File: src/rtl/rrf_alloc_multi.sv
`timescale 1ns/1ps
// Rename-register (RRF) allocator: grants up to ALLOC_W consecutive tags per cycle,
// reclaims entries on ROB commit and rolls back to a checkpoint on mispredict flush.
module rrf_alloc_multi #(
    parameter int RRF_NUM   = 64,
    parameter int RRF_SEL   = 6,
    parameter int ALLOC_W   = 2,
    parameter int COM_W     = 2,
    parameter int COM_CNT_W = 2
) (
    input  logic                       clk_i,
    input  logic                       reset_i,
    input  logic [ALLOC_W-1:0]         req_en_i,
    input  logic                       stall_dp_i,
    input  logic [COM_CNT_W-1:0]       com_inst_num_i,
    input  logic                       flush_i,
    input  logic [RRF_SEL-1:0]         flush_rrfptr_i,
    input  logic                       flush_rrfcyc_i,
    output logic                       rrf_allocatable_o,
    output logic [RRF_SEL:0]           freenum_o,
    output logic [RRF_SEL-1:0]         rrfptr_o,
    output logic                       rrfcyc_o,
    output logic [ALLOC_W*RRF_SEL-1:0] dst_rrftag_o,
    output logic [ALLOC_W-1:0]         dst_valid_o,
    output logic                       ovf_err_o
);

    localparam int                   SUM_W    = RRF_SEL + 2;
    localparam logic [SUM_W-1:0]     NUM_EXT  = SUM_W'(RRF_NUM);
    localparam logic [RRF_SEL:0]     NUM_FREE = (RRF_SEL + 1)'(RRF_NUM);
    localparam logic [COM_CNT_W-1:0] COM_MAX  = COM_CNT_W'(COM_W);

    // Number of set request bits strictly below lane n.
    function automatic logic [RRF_SEL:0] count_below(input logic [ALLOC_W-1:0] v, input int n);
        logic [RRF_SEL:0] c;
        c = {(RRF_SEL + 1){1'b0}};
        for (int i = 0; i < ALLOC_W; i++) begin
            if (i < n) begin
                c = c + {{RRF_SEL{1'b0}}, v[i]};
            end else begin
                c = c;
            end
        end
        return c;
    endfunction

    logic [RRF_SEL-1:0]   rrfptr_r;
    logic                 rrfcyc_r;
    logic [RRF_SEL:0]     freenum_r;
    logic                 ovf_err_r;

    logic [RRF_SEL:0]     reqcnt_s;
    logic                 allocatable_s;
    logic                 fire_s;
    logic [RRF_SEL:0]     alloc_s;
    logic [COM_CNT_W-1:0] com_s;
    logic [RRF_SEL:0]     ptr_sum_s;
    logic [RRF_SEL-1:0]   ptr_diff_s;
    logic [SUM_W-1:0]     squash_s;
    logic [SUM_W-1:0]     free_calc_s;
    logic [RRF_SEL:0]     free_nxt_s;
    logic [RRF_SEL-1:0]   ptr_nxt_s;
    logic                 cyc_nxt_s;
    logic                 ovf_set_s;
    logic [RRF_SEL:0]     lane_off_s [ALLOC_W];

    // Request count, grant decision and allocated amount.
    always_comb begin
        reqcnt_s      = count_below(req_en_i, ALLOC_W);
        allocatable_s = (freenum_r >= reqcnt_s);
        fire_s        = allocatable_s & ~stall_dp_i & ~flush_i;
        if (fire_s) begin
            alloc_s = reqcnt_s;
        end else begin
            alloc_s = {(RRF_SEL + 1){1'b0}};
        end
    end

    // Requesting lanes receive consecutive tags with no holes; tags drive regardless of fire.
    for (genvar g = 0; g < ALLOC_W; g++) begin : g_lane
        assign lane_off_s[g] = count_below(req_en_i, g);
        assign dst_rrftag_o[g*RRF_SEL +: RRF_SEL] = rrfptr_r + lane_off_s[g][RRF_SEL-1:0];
    end

    // Next pointer / free count; a flush reclaims everything allocated past the checkpoint.
    always_comb begin
        if (com_inst_num_i > COM_MAX) begin
            com_s = COM_MAX;
        end else begin
            com_s = com_inst_num_i;
        end
        ptr_sum_s  = {1'b0, rrfptr_r} + alloc_s;
        ptr_diff_s = rrfptr_r - flush_rrfptr_i;
        if (ptr_diff_s == {RRF_SEL{1'b0}}) begin
            if (rrfcyc_r != flush_rrfcyc_i) begin
                squash_s = NUM_EXT;
            end else begin
                squash_s = {SUM_W{1'b0}};
            end
        end else begin
            squash_s = {2'b00, ptr_diff_s};
        end
        if (flush_i) begin
            free_calc_s = {1'b0, freenum_r} + squash_s + SUM_W'(com_s);
            ptr_nxt_s   = flush_rrfptr_i;
            cyc_nxt_s   = flush_rrfcyc_i;
        end else begin
            free_calc_s = {1'b0, freenum_r} - {1'b0, alloc_s} + SUM_W'(com_s);
            ptr_nxt_s   = ptr_sum_s[RRF_SEL-1:0];
            cyc_nxt_s   = rrfcyc_r ^ ptr_sum_s[RRF_SEL];
        end
        if (free_calc_s > NUM_EXT) begin
            free_nxt_s = NUM_FREE;
            ovf_set_s  = 1'b1;
        end else begin
            free_nxt_s = free_calc_s[RRF_SEL:0];
            ovf_set_s  = 1'b0;
        end
    end

    // Allocator state registers; overflow flag is sticky until reset.
    always_ff @(posedge clk_i or negedge reset_i) begin
        if (!reset_i) begin
            rrfptr_r  <= {RRF_SEL{1'b0}};
            rrfcyc_r  <= 1'b0;
            freenum_r <= NUM_FREE;
            ovf_err_r <= 1'b0;
        end else begin
            rrfptr_r  <= ptr_nxt_s;
            rrfcyc_r  <= cyc_nxt_s;
            freenum_r <= free_nxt_s;
            ovf_err_r <= ovf_err_r | ovf_set_s;
        end
    end

    assign rrf_allocatable_o = allocatable_s;
    assign dst_valid_o       = req_en_i & {ALLOC_W{fire_s}};
    assign freenum_o         = freenum_r;
    assign rrfptr_o          = rrfptr_r;
    assign rrfcyc_o          = rrfcyc_r;
    assign ovf_err_o         = ovf_err_r;

endmodule
File: config.mk
export PLATFORM = sky130hd
export DESIGN_NAME = rrf_alloc_multi
export DESIGN_NICKNAME = d
export VERILOG_FILES = /design/src/rtl/rrf_alloc_multi.sv
export SDC_FILE = /design/constraint.sdc
export NUM_CORES = 1
export LEC_CHECK = 0
export ABC_CLOCK_PERIOD_IN_PS = 4500
export BUFFER_PORTS_ARGS = -buffer_cell sky130_fd_sc_hd__buf_2
export CAP_MARGIN = 20
export CORE_MARGIN = 4
export CORE_UTILIZATION = 57
export CTS_BUF_LIST = sky130_fd_sc_hd__clkbuf_4
export CTS_CLUSTER_SIZE = 28
export DETAILED_ROUTE_END_ITERATION = 8
export PLACE_DENSITY = 0.89
export SLEW_MARGIN = 10
export SYNTH_ARGS = -nofsm -noshare
export SYNTH_HDL_FRONTEND = slang
export SYNTH_SLANG_ARGS = --single-unit
File: constraint.sdc
create_clock -name clk_i -period 4.5 [get_ports clk_i]
set_input_delay 1.35 -clock clk_i [delete_from_list [all_inputs] [get_ports clk_i]]
set_output_delay 1.35 -clock clk_i [all_outputs]
set_load 0.005 [all_outputs]
==> results list, run 1 <==
- Adder-cell share of the synthesized area: 0.286
- Avg Synthesized Cell Area: 8.21 µm²
- Counting flops with an async set or reset pin after synthesis yields a share of 1.00.
* Power share of the clock group: 0.057
- Classification of the worst-slack hold path: reg -> reg
- Complex-gate fraction of the synthesized area: 0.138
- Maximum frequency from static timing analysis: 210 MHz
- Largest fanout of any net on the critical path: 3
- Congestion Overflow GR: 0
* Fill cell total of the finished layout: 197
- Detailed placer's ending HPWL: 4360 µm
* Area enclosed by the die boundary: 0.00474 mm²
- No sink is reached through more buffers than the 2 on the longest clock path.
- Inserted Clock Buffers: 3
- Cell internal power was estimated by the tool at 0.000792 W.
- Pre-CTS WS: -0.590 ns
- Slew Limit Fails: 0
- Counting instances, the worst hold path has a depth of 1.
- Share of the cycle needed by the critical path after routing: 1.06
* DRT iter0 DRCs: 123
* Switching share of power: 0.469
- Clock Sinks: 15
- Number of warnings issued by yosys: 0
* Overall die height: 68.8 µm
- Leak pwr: 1.38 nW
- Worst r2r dst: ovf_err_o
- TritonCTS built the clock tree.
- Yosys mapped a number of flops with a built-in enable equal to 0.
- Maximum clock skew at final layout: 0.00137 ns
* Port buffer count: 44
- Drt first pass iters: 4
- Clock Pin Slew Worst Setup and Hold Paths: 0.09 ns
* Antenna cell count: 0
- The worst pin sits at a relative slew slack of 0.763.
* Failing checks: negative setup slack
- After the last flow step, the layout net total stands at 385.
- The later pin in the worst-skew pair is clocked with a latency of 0.29 ns.
* Type of origin of the critical path: primary input
- The detail route stage leaves a number of antenna-violating nets equal to 0.
- In the final layout, the share of cells above drive strength 1 is 0.354.
* Mux contribution to synthesized area: 0.0297
- Counting cells, the worst reg-to-reg path comes to 17.
- Worst-case hold path end point: ovf_err_o
- After synthesis, the largest family of logic cells by area is adder cells.
* Number of cell rows: 21
* Share of Yosys cell area claimed by the top area cell type: 0.219
- Pin count of the biggest net entering global routing: 28
* Average vias per placed instance: 5.73
- Average detailed-routed wire length per instance: 16.5 µm
- The setup path with the least slack is of type in -> reg.
* Crit end category: flip-flop
- Launch instance of the worst min-delay path: ovf_err_o
* Synthesized flop and latch total: 15
- Of the total synthesized cell area, the portion taken by XOR and XNOR cells is 0.0706.
- Number of setup violations in the final report: 7
* Synthesis-to-layout area growth: 31.3%
* Slack of the worst reg-to-reg path: 0.56 ns
- Measured slew at the worst slew-check pin: 0.351 ns
- Portion of the post-synthesis area used by sequential elements: 0.179
- Total Wirelength: 6130 µm
- Unique masters post-synth: 45
* Cells after Synth: 257
* Area leader, netlist: sky130_fd_sc_hd__ha_1
* Sequential share of power: 0.145
- DRC violations left: 0
- In this run the power density over the cells is 539 mW/mm².
* Endpoint arrival time on the critical path: 4.92 ns
- Clock root cell: sky130_fd_sc_hd__clkbuf_4
* Number of global-route vias before repair: 2038
* Shortest period the worst path allows: 4.75 ns
- Required arrival time at the worst endpoint: 4.67 ns
- During I/O placement, the number of pins put on the boundary was 45.
* Most used standard cell by instance count after synthesis: sky130_fd_sc_hd__ha_1
- In this run the power spent charging and discharging nets is 0.000700 W.
- Final cell area excluding filler cells: 0.00277 mm²
- Once routing completed, OpenROAD measured the worst setup slack at -0.251 ns.
- Setup repair after global routing could not meet its margin everywhere.
- Synthesized area: 0.00211 mm²
- For this block, the via count after detailed routing is 2124.
- At the end of routability-driven placement, the weighted congestion stood at 0.908.
- Across the VDD grid, the largest voltage drop is 0.000450 V.
* Dominant cells by area after synthesis: sky130_fd_sc_hd__ha_1 (22%), sky130_fd_sc_hd__dfrtp_1 (17%), sky130_fd_sc_hd__fa_1 (6.6%)
* Level count of the clock H-tree: 1
* First-pass GRT wire length: 9370 µm
- Outcome: complete, but fails checks
- Core Box Area: 0.00344 mm²
* Top flip-flop cell by instance count after synthesis: sky130_fd_sc_hd__dfrtp_1
- The initial utilization of the core area, before any placement, comes to 0.613.
* Number of antenna violations at the first check in global routing: 0
* Commonest cells post-synth: sky130_fd_sc_hd__ha_1 (37), sky130_fd_sc_hd__inv_1 (36), sky130_fd_sc_hd__nor2_1 (19)
- Number of violations of the max-capacitance limit: 0
- Reg-to-reg critical path startpoint: freenum_o[0]
* Post-Synth Simple-Gate Area: 0.202
* Combinational group share of total power: 0.797
- Number of nets in the synthesized netlist: 316
- The placed instances occupy a cell area of 0.00255 mm².
* Width of the die: 68.8 µm
- The number of hold-slack violations in the final timing report came to 0.
- Across every metal layer, demand over resource in global routing totals 0.267.
-- power by group through the flow --
stage / clock network [W] / logic (W) / registers (W)
3_5_place_dp: 0 / 0.00100 / 0.000215
3_3_place_gp: 0 / 0.000958 / 0.000214
6_report: 0.0000857 / 0.00119 / 0.000217
2_1_floorplan: 0 / 0.000670 / 0.000201
4_1_cts: 0.0000863 / 0.00110 / 0.000214
5_1_grt: 0.0000941 / 0.00130 / 0.000221
-- stage by stage --
step,power (W),hold slack [ns],cells,util,setup TNS [ns]
after floorplan,0.000871,0.464,257,-,-0.386
after global placement,0.00117,0.469,357,0.742,-2.24
after detailed placement,0.00122,0.501,357,0.742,-3.59
after CTS,0.00140,0.532,370,0.792,-0.447
after global routing,0.00162,0.562,371,0.804,-1.98
final,0.00149,0.531,371,0.804,-1.06
-- area by class of cell --
type / count / area (µm²) / share of cell area
clock buffer: 4 / 30.0 / 0.0108
multi-input combinational: 194 / 1690 / 0.610
tap: 46 / 57.6 / 0.0208
sequential: 15 / 377 / 0.136
inverter: 36 / 138 / 0.0497
timing repair buffer: 76 / 477 / 0.172
-- kinds of logic (layout without fill, tap and decap cells) --
logic type,after synthesis,count (layout)
xor+xnor,17,17
compound gates,46,46
flops,15,15
simple gates,81,81
buf+inv,48,116
mux,6,6
fa+ha+maj,44,44
-- worst max-delay path, cell delays in order --
cell and delay [ns]:
sky130_fd_sc_hd__buf_8 0.10, sky130_fd_sc_hd__ha_4 0.24, sky130_fd_sc_hd__ha_4 0.25, sky130_fd_sc_hd__nand4_1 0.09, sky130_fd_sc_hd__o21ai_2 0.15, sky130_fd_sc_hd__a21oi_2 0.06
sky130_fd_sc_hd__or3_4 0.42, sky130_fd_sc_hd__nor2_2 0.13, sky130_fd_sc_hd__ha_1 0.18, sky130_fd_sc_hd__inv_1 0.06, sky130_fd_sc_hd__ha_2 0.19, sky130_fd_sc_hd__fa_2 0.43
sky130_fd_sc_hd__a211oi_4 0.28, sky130_fd_sc_hd__nor2_1 0.09, sky130_fd_sc_hd__xnor2_1 0.13, sky130_fd_sc_hd__mux2i_1 0.24, sky130_fd_sc_hd__a41oi_2 0.16, sky130_fd_sc_hd__or3_1 0.35
-- routing by layer --
layer,share of wire,global-route usage
met1,0.39,0.323
met2,0.51,0.492
met3,0.071,0.0421
met4,0.029,0.0584
met5,0,0
-- cell usage in the layout (no fill, tap or decap), drive strengths merged, types with 8 or more instances in the layout --
cell type  netlist  final
inv             36     36
o21ai           17     17
dfrtp           14     14
nor2            19     19
buf              6     76
a21oi           12     12
xnor2            8      8
ha              37     37
nand3            9      9
nand2           14     14
xor2             9      9
-- worst max-delay path by stage --
stage / startpoint / to
global placement: req_en_i[1] / ovf_err_o
finish: req_en_i[1] / ovf_err_o
global route: req_en_i[1] / ovf_err_o
CTS: req_en_i[1] / ovf_err_o
detailed placement: req_en_i[1] / ovf_err_o
floorplan: req_en_i[1] / ovf_err_o
-- flip-flops by register name, indices dropped and copies added, names as in the netlist --
register and count:
rrfptr_o 6, ovf_err_o 1, rrfcyc_o 1, freenum_o 7
-- repair_timing --
item,4_1_cts,5_1_grt
endpoints found under the setup margin,7,10
gates cloned,0,0
setup buffers,9,1
hold buffers,0,0
resized for setup,13,8
pin swaps,6,1
No activity file was read; power rests on OpenSTA's default activity.
==> run 2: changes to the inputs <==
CAP_MARGIN = 5   (was 20)
SETUP_SLACK_MARGIN = 0.2   (was not set)
==> results list, run 2 (synthesized netlist as in run 1, its figures left out) <==
- Outcome: complete, but fails checks (unchanged).
- Failing checks: negative setup slack (unchanged).
* Antenna Nets Post-Route: 0 (unchanged)
- The required time of the critical path was 4.70 ns (was 4.67 ns).
- Synthesis-to-layout area growth: 36.7% (was 31.3%)
- The relative contribution of the clock network to total power came to 0.052 (was 0.057).
* Measured slew at the worst slew-check pin: 0.445 ns (was 0.351 ns)
- The share of power burned in registers came to 0.128 (was 0.145).
- The kind of start point of the critical path was a primary input (unchanged).
- Average detailed-routed wire length per instance: 22.3 µm (was 16.5 µm)
* Share of cells above drive strength 1: 0.367 (was 0.354)
- The placer's final routability congestion estimate was 0.889 (was 0.908).
- The max-capacitance violation count came to 0 (unchanged).
* Inserted Clock Buffers: 3 (unchanged)
- Level count of the clock H-tree: 1 (unchanged)
- Worst-case hold path end point: ovf_err_o (unchanged)
- Switching component of the power: 0.000838 W (was 0.000700 W)
- Area enclosed by the die boundary: 0.00474 mm² (unchanged)
- The count of pins on the block boundary came to 45 (unchanged).
- The count of endpoints failing setup in the final report was 11 (was 7).
- Number of cell rows: 21 (unchanged)
* Clock Pin Slew Worst Setup and Hold Paths: 0.10 ns (was 0.09 ns)
- Nets: 390 (was 385)
- The wire length of the first global-routing pass is 10500 µm (was 9370 µm).
- Total power per unit cell area: 604 mW/mm² (was 539 mW/mm²)
- The die outline width is 68.8 µm (unchanged).
* Detailed placer's ending HPWL: 4350 µm (was 4360 µm)
- Maximum frequency from static timing analysis: 201 MHz (was 210 MHz)
* Endpoint arrival time on the critical path: 5.17 ns (was 4.92 ns)
- Area post-placement: 0.00255 mm² (unchanged)
- The final setup slack of the worst path was -0.475 ns (was -0.251 ns).
- Cell-internal power: 0.000904 W (was 0.000792 W)
- The number of global-route vias before repair was 2268 (was 2038).
- Overall die height: 68.8 µm (unchanged)
- Top library cells by usage in the layout, fill and taps aside: sky130_fd_sc_hd__buf_2 (41), sky130_fd_sc_hd__inv_1 (33), sky130_fd_sc_hd__ha_1 (32), sky130_fd_sc_hd__buf_4 (24) (was sky130_fd_sc_hd__buf_2 (42), sky130_fd_sc_hd__inv_1 (34), sky130_fd_sc_hd__ha_1 (32), sky130_fd_sc_hd__buf_4 (32), sky130_fd_sc_hd__nor2_1 (16))
- The shortest clock period the worst path allows after layout is 4.97 ns (was 4.75 ns).
* DRT iter0 DRCs: 427 (was 123)
- Switching share of power: 0.481 (was 0.469)
- Leak pwr: 1.42 nW (was 1.38 nW)
- Share of the cycle needed by the critical path after routing: 1.11 (was 1.06)
* Final cell area excluding filler cells: 0.00288 mm² (was 0.00277 mm²)
- The initial antenna violation count came to 0 (unchanged).
* Pin count of the biggest net entering global routing: 28 (unchanged)
* Clock latency at the later pin of the worst-skew pair: 0.30 ns (was 0.29 ns)
- The depth of the worst register-to-register path came to 15 (was 17).
* Classification of the worst-slack hold path: reg -> reg (unchanged)
- Reg-to-reg critical path startpoint: rrfptr_o[1] (was freenum_o[0])
* Largest fanout of any net on the critical path: 4 (was 3)
* Max reg flops: 7 (unchanged)
- The total routing usage reported by global routing was 0.302 (was 0.267).
* Number of vias in the routed layout: 2472 (was 2124)
- Total Wirelength: 8370 µm (was 6130 µm)
- Antenna cell count: 0 (unchanged)
- Port buffer count: 44 (unchanged)
- The number of buffers added to fix hold violations after cts was 0 (unchanged).
- Slack of the worst reg-to-reg path: 0.27 ns (was 0.56 ns)
- The max-slew violation total from the final report is 0 (unchanged).
- The number of iterations in the first detailed-routing pass is 7 (was 4).
* Congestion Overflow GR: 0 (unchanged)
- Combinational group share of total power: 0.819 (was 0.797)
* Normalized max-slew margin: 0.700 (was 0.763)
* Number of endpoints with negative hold slack in the final report: 0 (unchanged)
* Launch instance of the worst min-delay path: ovf_err_o (unchanged)
- CTS tree: built (unchanged)
- The sort of element at the end of the critical path is a flip-flop (unchanged).
* Setup CP Type: in -> reg (unchanged)
- The detailed-route DRC error count was 0 (unchanged).
- Initial core utilization: 0.613 (unchanged)
* Sum of internal, switching and leakage power: 0.00174 W (was 0.00149 W)
- Worst r2r dst: freenum_o[2] (was ovf_err_o)
- Maximum clock skew at final layout: 0.00108 ns (was 0.00137 ns)
* Core Box Area: 0.00344 mm² (unchanged)
- CTS max path bufs: 2 (unchanged)
* Clock root cell: sky130_fd_sc_hd__clkbuf_4 (unchanged)
- The via-per-instance ratio came to 6.57 (was 5.73).
- The worst hold path stage count is 1 (unchanged).
- Setup repair after global routing missed its margin: true (unchanged).
- The number of clock sinks was 15 (unchanged).
* Maximum VDD drop: 0.000457 V (was 0.000450 V)
- Most frequent standard cell in the layout excluding fill and tap cells: sky130_fd_sc_hd__buf_2 (unchanged)
==> run 2: metrics by stage <==
step                      TNS [ns]  hold WS, ns  instances   util  setup slack (ns)
after floorplan             -0.386        0.464        257      -            -0.202
after global placement       -2.24        0.470        357  0.742            -0.388
after detailed placement     -3.48        0.489        357  0.742            -0.561
after CTS                   -0.799        0.519        373  0.812            -0.186
after global routing         -5.05        0.555        376  0.838            -0.589
final                        -3.90        0.529        376  0.838            -0.475
==> run 2: area by class of cell <==
type                            instances  area (µm²)
Fill cell                             170         558
Inverter                               36         140
Tap cell                               46        57.6
Clock buffer                            4        30.0
Timing Repair Buffer                   81         569
Multi-Input combinational cell        194        1710
Sequential cell                        15         377
==> run 2: layer usage <==
metal | track usage | vias up | routed length (µm)
met1 | 0.345 | 1144 | 2990
met3 | 0.0648 | 75 | 923
li1 | - | 1013 | -
met4 | 0.144 | 0 | 662
met2 | 0.530 | 240 | 3800
met5 | 0 | - | 0
==> run 2: what timing repair did <==
item	CTS	global route
pin swaps	19	10
setup endpoints to repair	10	11
setup buffers	12	3
gates resized for setup	26	14
==> run 2: worst max-delay path by stage <==
stage                                 start            to  slack (ns)  depth (start not counted)
after floorplan                 req_en_i[1]     ovf_err_o       -0.20                         16
after global placement          req_en_i[1]     ovf_err_o       -0.39                         17
after detailed placement        req_en_i[1]     ovf_err_o       -0.56                         20
after CTS                       req_en_i[0]     ovf_err_o       -0.19                         19
after global routing      flush_rrfptr_i[1]  freenum_o[1]       -0.59                         17
final                     flush_rrfptr_i[1]  freenum_o[2]       -0.47                         17
==> run 2: power by group through the flow <==
stage	logic (W)	clock network, W	registers [W]
final	0.00143	0.0000913	0.000223
after global routing	0.00152	0.0000948	0.000224
after CTS	0.00121	0.0000875	0.000214
after detailed placement	0.000994	0	0.000215
after global placement	0.000958	0	0.000214
after floorplan	0.000670	0	0.000201
==> run 2: worst max-delay path: stages <==
cell and delay, ns:
sky130_fd_sc_hd__buf_2 0.15, sky130_fd_sc_hd__inv_1 0.09, sky130_fd_sc_hd__ha_1 0.28, sky130_fd_sc_hd__nor2b_1 0.32
sky130_fd_sc_hd__o21ai_0 0.25, sky130_fd_sc_hd__a21boi_0 0.44, sky130_fd_sc_hd__nor2_1 0.12, sky130_fd_sc_hd__buf_4 0.16
sky130_fd_sc_hd__ha_1 0.31, sky130_fd_sc_hd__ha_1 0.26, sky130_fd_sc_hd__a211oi_1 0.31, sky130_fd_sc_hd__nor2_1 0.12
sky130_fd_sc_hd__xor2_1 0.18, sky130_fd_sc_hd__mux2i_1 0.27, sky130_fd_sc_hd__a41oi_2 0.19, sky130_fd_sc_hd__buf_6 0.18
sky130_fd_sc_hd__a2111oi_4 0.19
